--- src/rtl/xmem_pkg.sv ---
// Shared types and constants for the external-memory arbiter.
package xmem_pkg;

  // Controller phases of one memory transfer.
  typedef enum logic [2:0] {
    ST_IDLE,
    ST_RD,
    ST_WR_SETUP,
    ST_WR,
    ST_GRACE
  } state_t;

  // Arbitration policies.
  localparam int RR_FIXED = 0;
  localparam int RR_ROUND = 1;

  // Byte-lane count for a data width that is a multiple of 8.
  function automatic int nbe_of(input int dw);
    return dw / 8;
  endfunction

endpackage

--- src/rtl/xmem_rr_pick.sv ---
// Combinational one-hot requester selector: fixed priority or round-robin.
module xmem_rr_pick
  import xmem_pkg::*;
#(
  parameter int NCH = 4,
  parameter int LGW = 2
) (
  input  logic [NCH-1:0] req,
  input  logic [LGW-1:0] last_grant,
  input  logic           mode,
  output logic [NCH-1:0] pick,
  output logic [LGW-1:0] pick_idx
);

  logic           found;
  int             idx;
  logic [LGW-1:0] sel;

  // Round-robin scans upward from last_grant+1 with wrap; fixed takes lowest index.
  always_comb begin
    pick     = '0;
    pick_idx = '0;
    found    = 1'b0;
    idx      = 0;
    sel      = '0;
    if (mode == 1'(RR_ROUND)) begin
      for (int k = 1; k <= NCH; k++) begin
        idx = int'(last_grant) + k;
        if (idx >= NCH) idx = idx - NCH;
        sel = LGW'(idx);
        if (!found && req[sel]) begin
          found     = 1'b1;
          pick[sel] = 1'b1;
          pick_idx  = sel;
        end
      end
    end else begin
      for (int i = 0; i < NCH; i++) begin
        sel = LGW'(i);
        if (!found && req[sel]) begin
          found     = 1'b1;
          pick[sel] = 1'b1;
          pick_idx  = sel;
        end
      end
    end
  end

endmodule

--- src/rtl/xmem_arbiter.sv ---
// Multi-channel arbiter and timing engine for an asynchronous SRAM-style port.
module xmem_arbiter
  import xmem_pkg::*;
#(
  parameter int NCH     = 4,
  parameter int AW      = 18,
  parameter int DW      = 16,
  parameter int RD_WAIT = 1,
  parameter int WR_WAIT = 1,
  parameter int RR      = 0,
  localparam int NBE    = nbe_of(DW),
  localparam int LGW    = $clog2(NCH)
) (
  input  logic               clock,
  input  logic               reset,
  input  logic [NCH-1:0]     req_valid,
  input  logic [NCH-1:0]     req_we,
  input  logic [NCH*AW-1:0]  req_addr,
  input  logic [NCH*DW-1:0]  req_wdata,
  input  logic [NCH*NBE-1:0] req_be_n,
  output logic [NCH-1:0]     req_ack,
  output logic [DW-1:0]      rdata,
  output logic [NCH-1:0]     grant,
  output logic [AW-1:0]      mem_adr,
  output logic [DW-1:0]      mem_dat_out,
  input  logic [DW-1:0]      mem_dat_in,
  output logic               mem_dat_drive,
  output logic               mem_ce_n,
  output logic               mem_oe_n,
  output logic               mem_we_n,
  output logic [NBE-1:0]     mem_be_n,
  output logic               addr_strobe,
  input  logic               memory_busy,
  input  logic               use_memory_busy
);

  localparam logic [3:0] RD_CNT = 4'(RD_WAIT);
  localparam logic [3:0] WR_CNT = 4'(WR_WAIT);

  state_t           state_q, state_d;
  logic [3:0]       cnt_q, cnt_d;
  logic [LGW-1:0]   last_q, last_d;
  logic [NCH-1:0]   grant_q, grant_d;
  logic [NCH-1:0]   ack_q, ack_d;
  logic [DW-1:0]    rdata_q, rdata_d;
  logic [AW-1:0]    adr_q, adr_d;
  logic [DW-1:0]    wdat_q, wdat_d;
  logic [NBE-1:0]   be_q, be_d;
  logic             ce_q, ce_d;
  logic             oe_q, oe_d;
  logic             we_q, we_d;
  logic             drive_q, drive_d;
  logic             astb_q, astb_d;

  logic [NCH-1:0]   pick;
  logic [LGW-1:0]   pick_idx;
  logic [AW-1:0]    win_adr;
  logic [DW-1:0]    win_wdat;
  logic [NBE-1:0]   win_be;
  logic             win_we;
  logic             stall;

  xmem_rr_pick #(.NCH(NCH), .LGW(LGW)) u_pick (
    .req        (req_valid),
    .last_grant (last_q),
    .mode       (RR != 0),
    .pick       (pick),
    .pick_idx   (pick_idx)
  );

  assign stall = use_memory_busy & memory_busy;

  // Route the winning channel's address, data and byte enables.
  always_comb begin
    win_adr  = '0;
    win_wdat = '0;
    win_be   = '1;
    win_we   = 1'b0;
    for (int i = 0; i < NCH; i++) begin
      if (pick[i]) begin
        win_adr  = req_addr[i*AW +: AW];
        win_wdat = req_wdata[i*DW +: DW];
        win_be   = req_be_n[i*NBE +: NBE];
        win_we   = req_we[i];
      end
    end
  end

  // Next-state and registered-output computation for the transfer sequencer.
  always_comb begin
    state_d = state_q;
    cnt_d   = cnt_q;
    last_d  = last_q;
    grant_d = grant_q;
    ack_d   = '0;
    rdata_d = rdata_q;
    adr_d   = adr_q;
    wdat_d  = wdat_q;
    be_d    = be_q;
    ce_d    = ce_q;
    oe_d    = oe_q;
    we_d    = we_q;
    drive_d = drive_q;
    astb_d  = 1'b0;
    case (state_q)
      ST_IDLE: begin
        if (|req_valid) begin
          grant_d = pick;
          last_d  = pick_idx;
          adr_d   = win_adr;
          be_d    = win_be;
          ce_d    = 1'b0;
          astb_d  = 1'b1;
          if (win_we) begin
            wdat_d  = win_wdat;
            drive_d = 1'b1;
            state_d = ST_WR_SETUP;
          end else begin
            oe_d    = 1'b0;
            cnt_d   = RD_CNT;
            state_d = ST_RD;
          end
        end
      end
      ST_RD: begin
        if (cnt_q != 4'd0) begin
          cnt_d = cnt_q - 4'd1;
        end else if (!stall) begin
          rdata_d = mem_dat_in;
          ce_d    = 1'b1;
          oe_d    = 1'b1;
          be_d    = '1;
          ack_d   = grant_q;
          grant_d = '0;
          state_d = ST_GRACE;
        end
      end
      ST_WR_SETUP: begin
        we_d    = 1'b0;
        cnt_d   = WR_CNT;
        state_d = ST_WR;
      end
      ST_WR: begin
        if (cnt_q != 4'd0) begin
          cnt_d = cnt_q - 4'd1;
        end else if (!stall) begin
          we_d    = 1'b1;
          ce_d    = 1'b1;
          drive_d = 1'b0;
          be_d    = '1;
          ack_d   = grant_q;
          grant_d = '0;
          state_d = ST_GRACE;
        end
      end
      ST_GRACE: begin
        state_d = ST_IDLE;
      end
      default: begin
        state_d = ST_IDLE;
        ce_d    = 1'b1;
        oe_d    = 1'b1;
        we_d    = 1'b1;
        drive_d = 1'b0;
        grant_d = '0;
      end
    endcase
  end

  // Sequencer state and all pin-facing registers; reset abandons any transfer.
  always_ff @(posedge clock) begin
    if (reset) begin
      state_q <= ST_IDLE;
      cnt_q   <= '0;
      last_q  <= LGW'(NCH - 1);
      grant_q <= '0;
      ack_q   <= '0;
      rdata_q <= '0;
      adr_q   <= '0;
      wdat_q  <= '0;
      be_q    <= '1;
      ce_q    <= 1'b1;
      oe_q    <= 1'b1;
      we_q    <= 1'b1;
      drive_q <= 1'b0;
      astb_q  <= 1'b0;
    end else begin
      state_q <= state_d;
      cnt_q   <= cnt_d;
      last_q  <= last_d;
      grant_q <= grant_d;
      ack_q   <= ack_d;
      rdata_q <= rdata_d;
      adr_q   <= adr_d;
      wdat_q  <= wdat_d;
      be_q    <= be_d;
      ce_q    <= ce_d;
      oe_q    <= oe_d;
      we_q    <= we_d;
      drive_q <= drive_d;
      astb_q  <= astb_d;
    end
  end

  assign req_ack       = ack_q;
  assign rdata         = rdata_q;
  assign grant         = grant_q;
  assign mem_adr       = adr_q;
  assign mem_dat_out   = wdat_q;
  assign mem_dat_drive = drive_q;
  assign mem_ce_n      = ce_q;
  assign mem_oe_n      = oe_q;
  assign mem_we_n      = we_q;
  assign mem_be_n      = be_q;
  assign addr_strobe   = astb_q;

endmodule

--- config.mk ---
export PLATFORM = sky130hd
export DESIGN_NAME = xmem_arbiter
export DESIGN_NICKNAME = d
export VERILOG_FILES = /design/src/rtl/xmem_pkg.sv /design/src/rtl/xmem_rr_pick.sv /design/src/rtl/xmem_arbiter.sv
export SDC_FILE = /design/constraint.sdc
export NUM_CORES = 1
export LEC_CHECK = 0
export BUFFER_PORTS_ARGS = -buffer_cell sky130_fd_sc_hd__buf_2
export CORE_MARGIN = 1.5
export CORE_UTILIZATION = 47
export DETAILED_ROUTE_END_ITERATION = 16
export GPL_ROUTABILITY_DRIVEN = 0
export PLACE_DENSITY = 0.79
export SYNTH_ARGS = -nofsm -noshare
export SYNTH_HDL_FRONTEND = slang
export SYNTH_HIERARCHICAL = 1
export SYNTH_SLANG_ARGS = --single-unit
--- constraint.sdc ---
create_clock -name clock -period 2.9 [get_ports clock]
set_clock_uncertainty 0.15 [all_clocks]
set_input_delay 0.435 -clock clock [delete_from_list [all_inputs] [get_ports clock]]
set_output_delay 0.435 -clock clock [all_outputs]
set_load 0.02 [all_outputs]
### Word level (Yosys, flattened, before mapping)

Cells that the tools add are included.

| cells by class | value |
|---|---|
| add/subtract/negate cells | 1 |
| eq/ne operators | 14 |
| mux-type cells | 53 |
| bitwise logic cells | 9 |
| reductions and logical operators | 28 |

Operators with widths:

| cell | number |
|---|---|
| 18-bit 2-to-1 mux | 4 |
| 16-bit 2-to-1 mux | 4 |
| 4-bit 2-to-1 mux | 6 |
| 4-bit case mux with 3 select lines | 2 |
| 1-bit 2-to-1 mux | 20 |
| 2-bit inequality test, second input constant | 9 |
| 2-bit 2-to-1 mux | 8 |
| 1-bit case mux with 3 select lines | 4 |
| 3-bit AND reduction | 4 |
| 4-bit AND reduction | 3 |
| 5-bit AND reduction | 2 |
| 3-bit 2-to-1 mux | 3 |
| 3-bit case mux with 3 select lines | 1 |
| 3-bit OR reduction | 3 |
| 1-bit inverter | 8 |
| 4-bit OR reduction | 2 |
| 3-bit by 2-bit equality test with 1-bit output, second input constant | 2 |
| 2-bit OR reduction | 3 |
| 2-bit case mux with 2 select lines | 1 |
| 4-bit nonzero test | 1 |
| 4-bit by 1-bit subtractor with 4-bit output, second input constant | 1 |
| 3-bit by 1-bit equality test with 1-bit output, second input constant | 1 |
| 3-bit equality test, second input constant | 1 |
| 1-bit logical AND | 3 |
| other kinds (7) | 9 |

| word-level totals | value |
|---|---|
| register bits after elaboration | 72 |
| input port bits | 172 |
| output and inout port bits | 65 |

### Depth between registers and ports, before layout

| logic depth | value |
|---|---|
| depth in word-level cells | 14 |
| gate-level depth with buffers | 15 |
| mapped depth without buffers | 11 |

### By module

Netlist, hierarchy kept.

Modules (own cells, without submodules):

| module | instances | cells each | area an instance (µm²) |
|---|---|---|---|
| xmem_arbiter | 1 | 471 | 4246.6 |
| xmem_rr_pick | 1 | 84 | 611.8 |

### Worst setup path before layout

OpenSTA, ideal clock, no wires.

| path | value |
|---|---|
| path kind | input-to-reg |
| from | input req_valid[0] |
| to | register wdat_q[10], in the netlist mem_dat_out[10] |
| data arrival time | 2.092 ns |
| data required time | 2.604 ns |
| setup slack | 0.512 ns |
| stages on the path | 10 |
| buffers on the path | 3 |
| path through | buf_2 > nor3_1 > and3_1 > a211o_1 > buf_2 > nor3b_2 > a211o_1 > nor2_4 > buf_6 > a211oi_2 |

| on the way | value |
|---|---|
| word-level cells in the longest chain between the ends | 12 |
| elaborated cells on any way between the ends | 22 |

Ends and longest elaborated chain:

| what | line | RTL |
|---|---|---|
| from (decl) | xmem_arbiter.sv:16 | `input logic [NCH-1:0] req_valid,` |
| 1-bit 2-to-1 mux * | xmem_rr_pick.sv:40 | `if (!found && req[sel]) begin` |
| 1-bit logical NOT | xmem_rr_pick.sv:40 |  |
| 1-bit logical AND | xmem_rr_pick.sv:40 |  |
| 1-bit 2-to-1 mux * | xmem_rr_pick.sv:40 |  |
| 1-bit logical NOT | xmem_rr_pick.sv:40 |  |
| 1-bit logical AND | xmem_rr_pick.sv:40 |  |
| 1-bit 2-to-1 mux * | xmem_rr_pick.sv:40 |  |
| 1-bit logical NOT * | xmem_rr_pick.sv:40 |  |
| 1-bit logical AND * | xmem_rr_pick.sv:40 |  |
| 1-bit 2-to-1 mux * | xmem_rr_pick.sv:40 |  |
| named net pick[3] | xmem_arbiter.sv:55 | `logic [NCH-1:0] pick;` |
| 1-bit 2-to-1 mux | xmem_arbiter.sv:80 | `if (pick[i]) begin` |
| 3-bit AND reduction (no source line) | -- |  |
| to (signal assigned) | xmem_arbiter.sv:195 | `wdat_q <= wdat_d;` |
| to (decl) | xmem_arbiter.sv:47 | `logic [DW-1:0] wdat_q, wdat_d;` |

The timed path passes the listed nets; every way through them passes the cells marked *.
A chain may end at the register's enable or synchronous reset.

### Worst setup path after layout

| path | value |
|---|---|
| from | input req_valid[2] |
| to | register wdat_q[15], in the netlist mem_dat_out[15] |

| on the way | value |
|---|---|
| word-level cells in the longest chain between the ends | 7 |
| elaborated cells on any way between the ends | 12 |

Ends and longest elaborated chain:

| what | line |
|---|---|
| 1-bit logical AND * | xmem_rr_pick.sv:40 |
| 1-bit 2-to-1 mux * | xmem_rr_pick.sv:40 |
| 1-bit logical NOT * | xmem_rr_pick.sv:40 |
| 1-bit logical AND * | xmem_rr_pick.sv:40 |
| 1-bit 2-to-1 mux * | xmem_rr_pick.sv:40 |
| named net pick[3] | xmem_arbiter.sv:55 |
| 1-bit 2-to-1 mux | xmem_arbiter.sv:80 |
| 3-bit AND reduction (no source line) | -- |

Marked as above.

==> impl_metrics.env <==
export IMPL_status="complete, no violations"
export IMPL_setup_ws_ns=0.5160
export IMPL_ys_seq_area_frac=0.3049
export IMPL_grt_overflow=0
export IMPL_cts_setup_buffers=0
export IMPL_dr_pass1_iters=6
export IMPL_power_leakage_nw=2.915
export IMPL_cts_tree="done"
export IMPL_maxCapViolCount=0
export IMPL_synth_ff_type="dfxtp_1"
export IMPL_crit_slowest_cell="a211oi_1"
export IMPL_grt_pass1_vias=5001
export IMPL_yosysWarningCount=6
export IMPL_drtAntennaViolNets=0
export IMPL_top_layer_used="met4"
export IMPL_path_clk_slew_ns=0.09
export IMPL_root_buffer="clkbuf_8"
export IMPL_drt_met1_wl_mm=6.248
export IMPL_max_freq_mhz=419.5
export IMPL_cts_htree_levels=3
export IMPL_holdWs_ns=0.1674
export IMPL_antenna_found_initial=1
export IMPL_die_h_um=104.7
export IMPL_worstHoldStart="mem_dat_in[9]"
export IMPL_fin_setup_tns_ns=0
export IMPL_crit_start="req_valid[2]"
export IMPL_clkLatencyLatePin_ns=0.35
export IMPL_post_place_ws_ns=0.1871
export IMPL_synthesis_area_um2=4858
export IMPL_async_reset_ff_frac=0
export IMPL_syn_avg_cell_area_um2=8.754
export IMPL_vias=5308
export IMPL_num_io_pins=237
export IMPL_hold_viol=0
export IMPL_wl_per_cell_um=17.49
export IMPL_grt_usage=0.2769
export IMPL_die_width_um=104.7
export IMPL_required_ns=3.02
export IMPL_rows=36
export IMPL_setup_violations=0
export IMPL_crit_path_start_kind="input pin"
export IMPL_cts_buffers=9
export IMPL_ir_drop_mv=0.5531
export IMPL_port_buffers=236
export IMPL_grt_first_pass_wirelength_mm=24.65
export IMPL_area_growth_synth_to_final_pct=29.05
export IMPL_cts_hold_buf=0
export IMPL_via_per_inst=5.878
export IMPL_routed_wl_met3_mm=1.329
export IMPL_slew_limit_headroom=0.5143
export IMPL_worst_pin_slew_ns=0.7275
export IMPL_final_nets=946
export IMPL_drive_above_1_share=0.4148
export IMPL_worstSetupPathType="in -> reg"
export IMPL_rsz0062_at_grt="no"
export IMPL_grt_start_max_net_pins=43
export IMPL_synth_enable_flop_cells=0
export IMPL_hold_class="in -> reg"
export IMPL_nFillCells=883
export IMPL_ys_ff_latch=74
export IMPL_start_util=0.4903
export IMPL_coreArea_um2=9910
export IMPL_power_per_cell_area_nw_per_um2=1146
export IMPL_netlist_instances=555
export IMPL_fin_crit_sh=0.8221
export IMPL_r2r_start="state_q[0]"
export IMPL_yosysUniqueCellTypes=64
export IMPL_dieArea_um2=10960
export IMPL_slowest_delay_ns=0.42
export IMPL_dr_first_iter_drc_count=309
export IMPL_cts_sinks=74
export IMPL_endpoint_kind="flip-flop"
export IMPL_period_needed_ns=2.384
export IMPL_drc=0
export IMPL_wirelength_mm=15.80
export IMPL_drv_slew=0
export IMPL_path_cells="buf_2, inv_1, and3_1, a211o_2, a211oi_1, a211o_1, nor2_4, buf_4, a211oi_2"
export IMPL_cts_buffer_depth=2
export IMPL_final_core_util=0.6327
export IMPL_dr_wl_met2_mm=7.663
export IMPL_syn_nets=737
export IMPL_fin_total_pwr_mw=7.184
export IMPL_cts_resized=0
export IMPL_cp_arrival_ns=2.50
export IMPL_path_max_fanout=16
export IMPL_dp_hpwl_mm=11.86
==> Yosys cell counts, types with 2 or more instances <==
library cell  number  area share
a21oi_1           44       0.045
a211o_1            5      0.0090
clkbuf_1          25       0.019
a211oi_1           3      0.0046
or3_1              2      0.0026
a31oi_1            8       0.010
a221oi_1          18       0.032
nand3_1           18       0.019
inv_1             12      0.0093
a211oi_2          33       0.085
nand2_1           30       0.023
nor3b_1            3      0.0046
nor3_1             7      0.0072
o311ai_0           2      0.0036
buf_2             18       0.019
dfxtp_1           74        0.30
ha_1              10       0.026
o21ai_0           16       0.016
o31a_1            16       0.029
mux2i_1           28       0.058
mux2_2             3      0.0070
and2_1             6      0.0077
nor2b_1           25       0.032
nand2b_1          24       0.031
nor2_1            47       0.036
buf_6              5       0.012
a221o_1           20       0.041
nand3b_1           7       0.011
o211ai_1           7       0.011
buf_4              5      0.0077
==> per-stage QoR <==
| stage | cell area, um^2 | cells |
|---|---|---|
| 4_1_cts | 6267 | 902 |
| 6_report | 6270 | 903 |
| 5_1_grt | 6270 | 903 |
| 3_5_place_dp | 6052 | 886 |
| 3_3_place_gp | 6052 | 886 |
| 2_1_floorplan | 4858 | 555 |
==> path summary, 6_finish.rpt <==
check | end | slack (ns) | cells past startpoint
max reg2reg | rdata[6] | 0.60 | 4
min | rdata[9] | 0.17 | 3
max | mem_dat_out[15] | 0.52 | 9
min reg2reg | mem_adr[15] | 0.35 | 2
==> metal layers <==
| layer | track usage | vias to the layer above |
|---|---|---|
| met5 | 0 | - |
| met4 | 0.1262 | 0 |
| met3 | 0.05552 | 50 |
| met2 | 0.4629 | 318 |
| met1 | 0.3428 | 2460 |
| li1 | - | 2480 |
==> cell usage in the layout (no fill, tap or decap), types with 3 or more instances in the layout <==
| cell | n |
|---|---|
| a211oi_1 | 3 |
| nand2_1 | 30 |
| a221o_1 | 19 |
| nand2b_1 | 24 |
| mux2i_1 | 28 |
| o211ai_1 | 7 |
| buf_4 | 17 |
| buf_2 | 235 |
| nor3b_1 | 3 |
| a211oi_2 | 33 |
| a211o_1 | 4 |
| a221oi_1 | 18 |
| dfxtp_1 | 74 |
| a21oi_1 | 44 |
| clkbuf_8 | 9 |
| nor2b_1 | 24 |
| and2_1 | 6 |
| inv_1 | 12 |
| a31oi_1 | 8 |
| nor2_1 | 47 |
| mux2_2 | 3 |
| o31a_1 | 16 |
| o21ai_0 | 16 |
| ha_1 | 10 |
| nand3b_1 | 7 |
| nor3_1 | 7 |
| nand3_1 | 18 |
==> critical path, delay by kind of cell <==
kind	cells	cell delay [ns]
and+or+nand+nor	2	0.21
AOI/OAI and AO/OA	4	1.32
buffers and inverters	3	0.52
==> cell families (layout without fill, tap and decap cells) <==
family,Yosys count,in the layout,share of synthesized area
other,1,2,0.0007719
flip-flops,74,74,0.3049
multiplexers,31,31,0.06464
AO/OA/AOI/OAI,189,189,0.3258
buffers and inverters,66,280,0.06722
adder cells (fa/ha/maj),10,10,0.02575
AND/OR/NAND/NOR,184,184,0.2109
==> final cells by class <==
cell class	count	area [um^2]	area share
timing repair buffer	252	1304	0.2079
sequential	74	1481	0.2363
multi-input combinational	415	3055	0.4873
tap	133	166.4	0.02654
antenna	1	2.502	0.0003991
clock inverter	6	87.58	0.01397
inverter	12	45.04	0.007184
clock buffer	10	127.6	0.02036
==> state kept, by name, indices dropped and copies added, names as in the netlist <==
register       flops
mem_adr           18
mem_dat_out       16
rdata             16
cnt_q              4
grant              4
req_ack            4
state_q            3
last_q             2
mem_be_n           2
addr_strobe        1
mem_ce_n           1
mem_dat_drive      1
mem_oe_n           1
mem_we_n           1
==> power breakdown <==
part	switching [mW]	total [mW]	internal [mW]
sequential	0.258	1.59	1.33
clock	0.406	0.894	0.488
combinational	2.81	4.70	1.90
No activity file was read; power rests on OpenSTA's default activity.
